File: config.mk
export PLATFORM = sky130hd
export DESIGN_NAME = block_serializer
export DESIGN_NICKNAME = d
export VERILOG_FILES = /design/src/rtl/block_serializer.sv
export SDC_FILE = /design/constraint.sdc
export NUM_CORES = 1
export LEC_CHECK = 0
export CAP_MARGIN = 0
export CORE_ASPECT_RATIO = 0.75
export CORE_MARGIN = 2
export CORE_UTILIZATION = 40
export DETAILED_ROUTE_END_ITERATION = 8
export DONT_BUFFER_PORTS = 1
export GPL_ROUTABILITY_DRIVEN = 0
export PLACE_DENSITY = 0.56
export SLEW_MARGIN = 20
export SYNTH_ARGS = -nofsm -noshare
export SYNTH_HDL_FRONTEND = slang
export SYNTH_SLANG_ARGS = --single-unit
File: constraint.sdc
create_clock -name clk -period 6 [get_ports clk]
set_input_delay 1.8 -clock clk [delete_from_list [all_inputs] [get_ports clk]]
set_output_delay 1.8 -clock clk [all_outputs]
set_load 0.01 [all_outputs]
File: src/rtl/block_serializer.sv
// Serialises packed BLOCK_SIZE-bit blocks into OUT_WIDTH-bit stream words, MSB first,
// trimming the final block to the words that carry valid bits and flagging its trailing bytes.
module block_serializer #(
  parameter int BLOCK_SIZE = 64,
  parameter int OUT_WIDTH  = 32
) (
  input  logic                          clk,
  input  logic                          aresetn,
  input  logic [BLOCK_SIZE-1:0]         in_data,
  input  logic                          in_valid,
  output logic                          in_ready,
  input  logic                          in_last,
  input  logic [$clog2(BLOCK_SIZE):0]   in_last_bits,
  output logic [OUT_WIDTH-1:0]          out_data,
  output logic [OUT_WIDTH/8-1:0]        out_keep,
  output logic                          out_valid,
  input  logic                          out_ready,
  output logic                          out_last
);

  localparam int R   = BLOCK_SIZE / OUT_WIDTH;
  localparam int KB  = OUT_WIDTH / 8;
  localparam int LBW = $clog2(BLOCK_SIZE) + 1;
  localparam int RW  = LBW + 1;
  localparam int CW  = $clog2(R + 1);

  localparam logic ST_EMPTY = 1'b0;
  localparam logic ST_SHIFT = 1'b1;

  logic [BLOCK_SIZE-1:0] shift_q, shift_d;
  logic [CW-1:0]         words_left_q, words_left_d;
  logic                  last_q, last_d;
  logic [KB-1:0]         keep_last_q, keep_last_d;

  logic                  state;
  logic                  final_word;
  logic                  in_fire;
  logic                  out_fire;

  logic [RW-1:0]         bits_ext;
  logic [RW-1:0]         n_raw;
  logic [RW-1:0]         rem_bits;
  logic [RW-1:0]         n_bytes;
  logic [KB-1:0]         keep_mask;
  logic [CW-1:0]         load_n;
  logic [KB-1:0]         load_keep;

  assign state      = (words_left_q == '0) ? ST_EMPTY : ST_SHIFT;
  assign final_word = (words_left_q == CW'(1));

  assign out_valid  = (state == ST_SHIFT);
  assign out_data   = shift_q[BLOCK_SIZE-1 -: OUT_WIDTH];
  assign out_last   = out_valid & final_word & last_q;
  assign out_keep   = !out_valid ? '0 :
                      (final_word && last_q) ? keep_last_q : {KB{1'b1}};

  assign out_fire   = out_valid & out_ready;
  // Combinational path from out_ready lets the next block load as the last word leaves.
  assign in_ready   = aresetn & ((state == ST_EMPTY) | (out_fire & final_word));
  assign in_fire    = in_valid & in_ready;

  // Word count and byte count of the trailing word of a final block.
  assign bits_ext = {1'b0, in_last_bits};
  assign n_raw    = (bits_ext + RW'(OUT_WIDTH - 1)) / RW'(OUT_WIDTH);
  assign rem_bits = bits_ext + RW'(OUT_WIDTH) - n_raw * RW'(OUT_WIDTH);
  assign n_bytes  = (rem_bits + RW'(7)) >> 3;

  generate
    for (genvar gi = 0; gi < KB; gi++) begin : g_keep
      assign keep_mask[gi] = (n_bytes > RW'(KB - 1 - gi));
    end
  endgenerate

  always_comb begin
    load_n    = CW'(R);
    load_keep = {KB{1'b1}};
    if (in_last) begin
      if (in_last_bits == '0) begin
        load_n    = CW'(1);
        load_keep = '0;
      end else begin
        load_n    = CW'(n_raw);
        load_keep = keep_mask;
      end
    end
  end

  always_comb begin
    shift_d      = shift_q;
    words_left_d = words_left_q;
    last_d       = last_q;
    keep_last_d  = keep_last_q;
    if (in_fire) begin
      shift_d      = in_data;
      words_left_d = load_n;
      last_d       = in_last;
      keep_last_d  = load_keep;
    end else if (out_fire) begin
      shift_d      = shift_q << OUT_WIDTH;
      words_left_d = words_left_q - CW'(1);
    end
  end

  always_ff @(posedge clk or negedge aresetn) begin
    if (!aresetn) begin
      shift_q      <= '0;
      words_left_q <= '0;
      last_q       <= 1'b0;
      keep_last_q  <= '0;
    end else begin
      shift_q      <= shift_d;
      words_left_q <= words_left_d;
      last_q       <= last_d;
      keep_last_q  <= keep_last_d;
    end
  end

endmodule

==> results.yml <==
detailed_routing:
  drt_iter0_drc: 167
  dr.pass1.iters: 4
  vias_per_cell: 5.01
  vias: 2507
  wire_per_inst_um: 15.2
  routed_wl_um: 7600
  ant_nets: 0
  drc: 0
clocking:
  cts.path.max_buffers: 2
  clk_latency_ns: 0.33
  cts_tree: "yes"
  cts_made_buffers: 9
  cts_num_sinks: 71
  post_cts_buffers: 0
  post_cts_resized: 0
  h-tree-depth: 3
  root_buffer: "clkbuf_16"
  cts_hold_buf: 0
  clkTransAtPathRegs_ns: 0.06
global_route:
  grt_overflow: 0
  grt_pass1_wl_um: 12100
  grt_pass1_vias: 2418
  grt_usage_pct: 15.4
  antenna_found_initial: 0
  grt_max_degree: 106
floorplanning:
  coreArea_um2: 9050
  die_w_um: 116
  die_h_um: 87.6
  die_area_um2: 10100
  io_pins: 115
  rows: 30
  start_util_pct: 41.2
yosys:
  synth_compound_area_share_pct: 8.22
  synthXorXnorAreaFrac_pct: 2.11
  ys_seq_elements: 71
  ys_warn_count: 0
  syn_inst: 408
  netlist-cell-type-count: 33
  muxShareOfSynthArea_pct: 8.59
  ys_seq_area_share_pct: 47.6
  synthAdderAreaFrac_pct: 4.70
  avgSynthCellArea_um2: 9.14
  synth-simple-area-share_pct: 19.0
  synthesis.area_um2: 3730
  synth_top_family_by_area: "simple AND/OR/NAND/NOR gates"
  syn_nets: 498
timing:
  relSlewSlack_pct: 37.4
  hold_slack_ns: 0.496
  finalCritPeriodShare_pct: 72.6
  rsz0062_at_grt: "false"
  post-route-min-period_ns: 4.36
  max_freq_ghz: 0.230
  hold_viol: 0
  slew_violations: 0
  finClkSkew_ns: 0.00497
  worst_pin_slew_ns: 0.940
  finalSetupViolCount: 0
  setup_tns_ns: 0
power_and_ir_drop:
  p_sw_share_pct: 34.3
  vdd_drop_max_mv: 0.242
  power.density_nw_per_um2: 459
  combPwrFrac_pct: 24.4
  p_sw_w: 0.000612
  internal-power_w: 0.00117
  pwr-share-seq_pct: 46.1
  clkPwrFrac_pct: 29.4
  p_leak_nw: 1.93
hold_path:
  hold_class: "register to register"
setup_path:
  path_class: "input port to register"
  crit_fanout: 5
  cp-end-kind: "register"
  crit_path_start_kind: "input port"
  required_ns: 6.21
  critPathArrivalTime_ns: 4.56
layout:
  fin_util_pct: 42.9
  drive_above_1_share_pct: 5.38
  antennaDiodeCount: 0
  syn2layout_area_growth_pct: 4.16
  nets: 457
status:
  outcome: "finished clean"
placement:
  dpl.hpwl_um: 4950
  io_buffers: 0
flow_run:
  maxCapViolCount: 0
-- power groups by stage --
stage	registers, W	logic, W	clock network [W]
after floorplan	0.000735	0.000559	0
after global placement	0.000827	0.000426	0
after detailed placement	0.000832	0.000443	0
after CTS	0.000825	0.000443	0.000541
after global routing	0.000846	0.000499	0.000566
final	0.000822	0.000435	0.000524
-- metal layers --
layer / global-route usage (%) / wire, µm / vias up / share of wire (%)
met5: 0 / 0 / - / 0
met4: 4.82 / 71 / 0 / 0.93
met3: 7.68 / 665 / 6 / 8.8
met2: 22.1 / 3250 / 79 / 43
met1: 20.3 / 3610 / 1175 / 47
li1: - / - / 1247 / -
-- sequential cells by signal, summed over array words and instances (netlist names) --
register / cells
keep_last_q: 4
words_left_q: 2
last_q: 1
shift_q: 64
-- critical path: stages --
cell and delay, ns:
inv_1 0.13, ha_1 0.18, nor3b_1 0.23, nand2_1 0.09
ha_1 0.30, xnor2_1 0.17, ha_1 0.35, o21bai_1 0.08
a221oi_1 0.34, xnor2_1 0.13, or4_4 0.53, o221a_1 0.23
-- cell usage after synthesis --
| library cell | count | area [µm²] |
|---|---|---|
| dfrtp_1 | 71 | 1780 |
| nor2_1 | 11 | 41.3 |
| a2bb2oi_1 | 1 | 8.76 |
| or4_4 | 1 | 11.3 |
| buf_1 | 7 | 26.3 |
| nand2b_1 | 1 | 6.26 |
| xnor2_1 | 9 | 78.8 |
| a211oi_2 | 1 | 12.5 |
| o21ai_0 | 35 | 175 |
| o311ai_0 | 1 | 8.76 |
| nor4b_1 | 1 | 8.76 |
| ha_1 | 14 | 175 |
| and2_1 | 1 | 6.26 |
| nor3b_1 | 2 | 15.0 |
| a31oi_1 | 2 | 12.5 |
| nor2b_1 | 1 | 6.26 |
| o21bai_1 | 1 | 7.51 |
| o221a_1 | 3 | 33.8 |
| or2_2 | 1 | 6.26 |
| a221oi_1 | 1 | 8.76 |
| nand2_1 | 109 | 409 |
| and2b_1 | 1 | 7.51 |
| a211o_1 | 1 | 8.76 |
| nor4bb_1 | 1 | 10.0 |
| mux2i_1 | 32 | 320 |
| a211oi_1 | 1 | 7.51 |
| nor3_1 | 2 | 10.0 |
| clkbuf_1 | 15 | 56.3 |
| buf_4 | 32 | 240 |
| inv_1 | 11 | 41.3 |
| a21oi_1 | 3 | 15.0 |
| o21a_1 | 1 | 7.51 |
| nand3_1 | 34 | 170 |
-- logic make-up (layout without fill, tap and decap cells) --
group                      Yosys count  in the layout
and+or+nand+nor                    166            166
DFF                                 71             71
buffers and inverters               65             29
AOI/OAI and AO/OA                   51             51
muxes                               32             32
adders and majority gates           14             14
xor gates and xnor gates             9              9
-- stage by stage --
step | power (W) | instance area, µm² | worst slack [ns] | std cells
2_1_floorplan | 0.00129 | 3730 | 1.51 | 408
3_3_place_gp | 0.00125 | 3590 | 1.38 | 484
3_5_place_dp | 0.00127 | 3590 | 1.31 | 484
4_1_cts | 0.00181 | 3880 | 1.66 | 500
5_1_grt | 0.00191 | 3880 | 1.46 | 500
6_report | 0.00178 | 3880 | 1.64 | 500
-- layout by cell type, fill, tap and decap left out, drive strengths merged --
cell type and n:
a211o 1, a211oi 2, a21oi 3, a221oi 1, a2bb2oi 1, a31oi 2
and2 1, and2b 1, buf 2, bufinv 1, clkbuf 13, clkinv 1
clkinvlp 1, dfrtp 71, ha 14, inv 11, mux2i 32, nand2 109
nand2b 1, nand3 34, nor2 11, nor2b 1, nor3 2, nor3b 2
nor4b 1, nor4bb 1, o21a 1, o21ai 35, o21bai 1, o221a 3
o311ai 1, or2 1, or4 1, xnor2 9
-- cell type report --
cell class                      instances  area (µm²)
Sequential cell                        71        1780
Tap cell                              128         160
Timing Repair Buffer                    2        15.0
Fill cell                             910        5160
Multi-Input combinational cell        272        1600
Inverter                               11        41.3
Clock buffer                           13         250
Clock inverter                          3        42.5
-- final timing paths --
path | from | end | depth (start not counted) | slack (ns)
hold reg to reg | shift_q[10] | shift_q[10] | 2 | 0.50
setup / recovery | in_last_bits[2] | keep_last_q[3] | 12 | 1.64
max in group asynchronous | aresetn | shift_q[1] | 0 | 4.68
hold / removal | shift_q[10] | shift_q[10] | 2 | 0.50
min in group asynchronous | aresetn | keep_last_q[3] | 0 | 1.17
setup reg to reg | words_left_q[0] | keep_last_q[0] | 8 | 3.47
Power figures use the tool's default switching activity.
